--- src/rtl/seq_adder_pkg.sv ---
// rtl/seq_adder_pkg.sv - shared FSM encoding, defaults and helpers for the chunked adder
package seq_adder_pkg;

    localparam int DEF_WIDTH = 32;
    localparam int DEF_CHUNK = 8;

    typedef enum logic [1:0] {
        ST_IDLE = 2'd0,
        ST_RUN  = 2'd1,
        ST_DONE = 2'd2
    } state_t;

    // Chunk index width: enough bits to count NCHUNK chunks, never zero.
    function automatic int idx_width(input int nchunk);
        int w;
        w = $clog2(nchunk);
        return (w < 1) ? 1 : w;
    endfunction

endpackage

--- src/rtl/chunk_rca.sv ---
// rtl/chunk_rca.sv - combinational ripple-carry adder for one chunk
module chunk_rca #(
    parameter int W = 8
) (
    input  logic [W-1:0] a,
    input  logic [W-1:0] b,
    input  logic         cin,
    output logic [W-1:0] sum,
    output logic         cout,
    output logic         cmsb
);

    logic carry_v;

    // Ripple the carry bit by bit; cmsb is the carry entering the top bit,
    // which the top level needs for two's-complement overflow.
    always_comb begin
        carry_v = cin;
        cmsb    = 1'b0;
        sum     = '0;
        for (int i = 0; i < W; i++) begin
            if (i == W - 1) begin
                cmsb = carry_v;
            end
            sum[i]  = a[i] ^ b[i] ^ carry_v;
            carry_v = (a[i] & b[i]) | (carry_v & (a[i] ^ b[i]));
        end
        cout = carry_v;
    end

endmodule

--- src/rtl/seq_chunk_adder.sv ---
// rtl/seq_chunk_adder.sv - multi-cycle adder/subtractor processing CHUNK bits per clock
module seq_chunk_adder
    import seq_adder_pkg::*;
#(
    parameter int WIDTH = DEF_WIDTH,
    parameter int CHUNK = DEF_CHUNK
) (
    input  logic             clock,
    input  logic             reset,
    input  logic             start,
    input  logic             sub,
    input  logic [WIDTH-1:0] a,
    input  logic [WIDTH-1:0] b,
    input  logic             cin,
    output logic             busy,
    output logic             done,
    output logic [WIDTH-1:0] sum,
    output logic             cout,
    output logic             ovf
);

    localparam int SAFE_CHUNK = (CHUNK < 1) ? 1 : CHUNK;
    localparam int NCHUNK     = WIDTH / SAFE_CHUNK;
    localparam int IW         = idx_width(NCHUNK);

    generate
        if ((CHUNK < 1) || (WIDTH < 2) || ((WIDTH % SAFE_CHUNK) != 0)) begin : g_bad_params
            $error("seq_chunk_adder: WIDTH must be >= 2 and a multiple of CHUNK >= 1");
        end
    endgenerate

    state_t state, state_next;

    // Latched operands shift right one chunk per RUN cycle so the active
    // chunk is always in the low CHUNK bits.
    logic [WIDTH-1:0] op_a;
    logic [WIDTH-1:0] op_b;
    logic             carry;
    logic [IW-1:0]    idx;

    logic             accept;
    logic             last;

    logic [CHUNK-1:0] c_sum;
    logic             c_out;
    logic             c_msb;

    // Result chunks enter at the top and move down, so after NCHUNK cycles
    // chunk idx sits at sum[idx*CHUNK +: CHUNK].
    logic [WIDTH+CHUNK-1:0] sum_cat;
    logic [WIDTH-1:0]       sum_next;

    assign accept   = start && (state != ST_RUN);
    assign last     = (state == ST_RUN) && (idx == IW'(NCHUNK - 1));
    assign sum_cat  = {c_sum, sum};
    assign sum_next = sum_cat[WIDTH+CHUNK-1:CHUNK];

    chunk_rca #(
        .W(CHUNK)
    ) u_rca (
        .a   (op_a[CHUNK-1:0]),
        .b   (op_b[CHUNK-1:0]),
        .cin (carry),
        .sum (c_sum),
        .cout(c_out),
        .cmsb(c_msb)
    );

    // State register.
    always_ff @(posedge clock or posedge reset) begin
        if (reset) begin
            state <= ST_IDLE;
        end else begin
            state <= state_next;
        end
    end

    // Next-state logic: start is only honoured outside RUN.
    always_comb begin
        state_next = state;
        case (state)
            ST_IDLE: state_next = start ? ST_RUN : ST_IDLE;
            ST_RUN:  state_next = last ? ST_DONE : ST_RUN;
            ST_DONE: state_next = start ? ST_RUN : ST_IDLE;
            default: state_next = ST_IDLE;
        endcase
    end

    // Status outputs decoded straight from the state.
    always_comb begin
        busy = (state == ST_RUN);
        done = (state == ST_DONE);
    end

    // Datapath: latch on accept, add one chunk per RUN cycle, flags on the last chunk.
    always_ff @(posedge clock or posedge reset) begin
        if (reset) begin
            op_a  <= '0;
            op_b  <= '0;
            carry <= 1'b0;
            idx   <= '0;
            sum   <= '0;
            cout  <= 1'b0;
            ovf   <= 1'b0;
        end else if (accept) begin
            op_a  <= a;
            op_b  <= sub ? ~b : b;
            carry <= sub ? 1'b1 : cin;
            idx   <= '0;
        end else if (state == ST_RUN) begin
            op_a  <= op_a >> CHUNK;
            op_b  <= op_b >> CHUNK;
            carry <= c_out;
            idx   <= idx + IW'(1);
            sum   <= sum_next;
            if (last) begin
                cout <= c_out;
                ovf  <= c_out ^ c_msb;
            end
        end
    end

endmodule

--- config.mk ---
export PLATFORM = sky130hd
export DESIGN_NAME = seq_chunk_adder
export DESIGN_NICKNAME = d
export VERILOG_FILES = /design/src/rtl/seq_adder_pkg.sv /design/src/rtl/chunk_rca.sv /design/src/rtl/seq_chunk_adder.sv
export SDC_FILE = /design/constraint.sdc
export NUM_CORES = 1
export LEC_CHECK = 0
export ABC_AREA = 1
export BUFFER_PORTS_ARGS = -buffer_cell sky130_fd_sc_hd__buf_2
export CAP_MARGIN = 20
export CORE_MARGIN = 8
export CORE_UTILIZATION = 30
export DETAILED_ROUTE_END_ITERATION = 16
export SLEW_MARGIN = 20
export SYNTH_ARGS = -nofsm -noshare
export SYNTH_HDL_FRONTEND = slang
export SYNTH_SLANG_ARGS = --single-unit
export TNS_END_PERCENT = 10
--- constraint.sdc ---
create_clock -name clock -period 4.3 [get_ports clock]
set_clock_uncertainty 0.05 [all_clocks]
set_input_delay 0.43 -clock clock [delete_from_list [all_inputs] [get_ports clock]]
set_output_delay 0.43 -clock clock [all_outputs]
set_load 0.02 [all_outputs]
==> run_results.csv <==
group,metric,value,unit
pwr,p_int,2.330,mW
worst_setup_path,slowest_stage,"fa_1",
pwr,swShare,0.4186,
synthesis,ys_warn_count,0,
global_route,grt_max_degree,90,
pwr,switchingPower,1.677,mW
floorplanning,core,15940,sq um
synthesis,synthesis.nets,695,
global_route,antenna_found_initial,2,
sta,whs,0.2317,ns
worst_setup_path,cpPeakStageDelay,0.45,ns
cts,clk_latency,0.34,ns
pwr,p_seq_frac,0.412,
worst_setup_path,reg2reg_depth,12,
sta,worst_slew_pin_slew,0.9175,ns
final_layout,layout.nets,780,
placed_design,portBuffers,104,
worst_setup_path,cp-start-kind,"register",
worst_setup_path,r2r_setup_slack,0.49,ns
floorplanning,initial_core_util,0.3073,
synthesis,synth.largest_area_cell,"dfrtp_1",
synthesis,ys_ff_latch,103,
worst_setup_path,crit_type,"reg -> reg",
routing,ant_nets,0,
cts,numCtsBuffers,9,
worst_setup_path,crit_chain,"fa_1, fa_1, fa_1, fa_1, fa_1, inv_1, fa_1, inv_1, fa_1, inv_1, fa_1, o21ai_1",
routing,routed-via-count,4022,
floorplanning,ios,105,
placed_design,post-place-ws,0.5212,ns
run_status,status,"completed",
pwr,powerDensity,681.6,nW/um^2
flow_run,max-cap-violations,0,
worst_setup_path,crit_path_end,"sum[31]",
cts,post_cts.repair.setup_buffers,0,
sta,finalSetupViolCount,0,
floorplanning,die_y,143.8,um
pwr,power_frac_comb,0.397,
routing,wirelength,11970,um
cts,htreeDepth,3,
sta,rsz0062_at_grt,"no",
final_layout,area_growth,19.99,%
global_route,grt_util_all_layers,0.1196,
routing,viasPerCell,4.353,
sta,setup_slack,0.4917,ns
synthesis,yosysSeqAreaShare,0.5260,
worst_setup_path,arrival,4.00,ns
synthesis,synthesis.area,4900,sq um
sta,post-route-min-period,3.808,ns
worst_setup_path,critPathMaxFanout,2,
routing,drcViolationCount,0,
pwr,peakVddDrop,0.3223,mV
pwr,total_leakage_power,3.221,nW
cts,root_buffer,"clkbuf_16",
cts,cts_tree,"done",
cts,clock_path_buffers,2,
global_route,first_global_vias,3947,
synthesis,synth.area.top_cells,"dfrtp_1, nand2_1, nand3_1, inv_1, fa_1",
sta,period_share,0.8856,
floorplanning,dieWidth,143.8,um
routing,first_pass_iters,4,
worst_setup_path,timing.rr.start,"op_a[0]",
global_route,grt.overflow.total,0,
sta,max_slew_margin,0.3883,
global_route,grt_pass1_wl,19630,um
cts,cts.clk_slew.worst_paths,0.07,ns
floorplanning,row_count,46,
worst_setup_path,critical_path.startpoint,"op_a[0]",
sta,maxSlewViolCount,0,
final_layout,final_cell_mix,"nand2_1, buf_2, dfrtp_1",
synthesis,synth.avg_cell_area,7.941,sq um
worst_setup_path,endpoint_kind,"register",
placed_design,gp_congestion,0.7698,
placed_design,dp_hpwl,8240,um
pwr,clkPwrFrac,0.191,
worst_setup_path,r2r_end,"sum[31]",
final_layout,drive_gt1_frac,0.1867,
placed_design,place_area,5564,sq um
sta,final.setup.tns,0,ns
cts,cts_num_sinks,103,
synthesis,yosysUniqueCellTypes,20,
floorplanning,dieArea,20680,sq um
synthesis,synthCells,617,
routing,dr.first_iter.drc_count,208,
final_layout,design_area,5879,sq um
worst_setup_path,crit_required,4.50,ns
worst_setup_path,crit_path_frequent_cell,"fa_1",
min_path,hold_start,"a[26]",
final_layout,final_common_cell,"nand2_1",
synthesis,synth_top_area_share,0.5260,
routing,routedWlPerCell,12.96,um
min_path,hold_path.class,"in -> reg",
sta,max_freq,0.2626,GHz
sta,final_hold_viol_count,0,
## cell type report
| type | instances | area, sq um |
|---|---|---|
| diodes | 1 | 2.502 |
| clock buffers | 11 | 242.7 |
| clock inverters | 5 | 32.53 |
| fillers | 1713 | 10060 |
| inverters | 47 | 178.9 |
| multi-input cells | 431 | 1974 |
| flip-flops and latches | 103 | 2577 |
| well taps | 216 | 270.3 |
| repair buffers | 110 | 600.6 |
## state kept, by name (all words and copies together), names as in the netlist
signal	flops
ovf	1
sum	32
op_a	32
idx	2
state	2
cout	1
carry	1
op_b	32
## cells by family (layout without fill, tap and decap cells)
| family | after synthesis | in the layout | synth area share |
|---|---|---|---|
| AND/OR/NAND/NOR | 391 | 391 | 0.3264 |
| AO/OA/AOI/OAI | 23 | 23 | 0.02375 |
| XOR/XNOR | 8 | 8 | 0.01430 |
| adder cells (fa/ha/maj) | 9 | 9 | 0.03524 |
| flip-flops | 103 | 103 | 0.5260 |
| buffers and inverters | 83 | 173 | 0.07431 |
| other | 0 | 1 | 0 |
## stage by stage
step	total power, mW	utilization	cells
after detailed placement	3.304	0.3490	905
after global routing	4.376	0.3688	924
after floorplan	2.816	-	617
final	4.007	0.3688	924
after CTS	4.083	0.3663	921
after global placement	3.265	0.3490	905
## power by group through the flow
stage / combinational (mW) / sequential (mW) / clock [mW]
floorplan: 1.04 / 1.78 / 0
global placement: 1.61 / 1.66 / 0
detailed placement: 1.63 / 1.67 / 0
CTS: 1.64 / 1.65 / 0.794
global route: 1.84 / 1.70 / 0.836
finish: 1.59 / 1.65 / 0.766
## metal layers
| metal | vias up | wire length (um) | global-route usage |
|---|---|---|---|
| met3 | 13 | 686 | 0.03517 |
| met4 | 2 | 123 | 0.03431 |
| met2 | 94 | 5436 | 0.1905 |
| met1 | 1824 | 5713 | 0.1542 |
| met5 | - | 13 | 0 |
| li1 | 2089 | - | - |
## cell usage after synthesis
library cell    n
ha_1            1
inv_2           3
buf_1           1
clkbuf_1       11
o22ai_1         1
buf_2          15
nand2_1       287
nand2_2         1
xor2_1          8
o21ai_1        17
inv_1          44
nand3_1        99
o21ai_0         3
nor2_1          2
fa_1            8
or2_2           1
dfrtp_1       103
buf_4           9
nor2_2          1
a21oi_1         2
## worst min path at each step
stage | slack (ns) | endpoint | cells past startpoint
after floorplan | 0.39 | op_a[24] | 2
after global placement | 0.40 | op_a[25] | 2
after detailed placement | 0.41 | op_a[30] | 2
after CTS | 0.22 | op_a[26] | 3
after global routing | 0.23 | op_a[13] | 3
final | 0.23 | op_a[26] | 3
## critical path: cells and delay by family (launching register included)
kind	cells	cell delay [ns]
adders and majority gates	8	2.91
buffers and inverters	3	0.23
AOI/OAI and AO/OA	1	0.13
DFF	1	0.40
## timing repair
action,CTS,global route
hold buffers,0,1
endpoints found under the hold margin,0,9
resized for setup,0,0
Power figures use the tool's default switching activity.
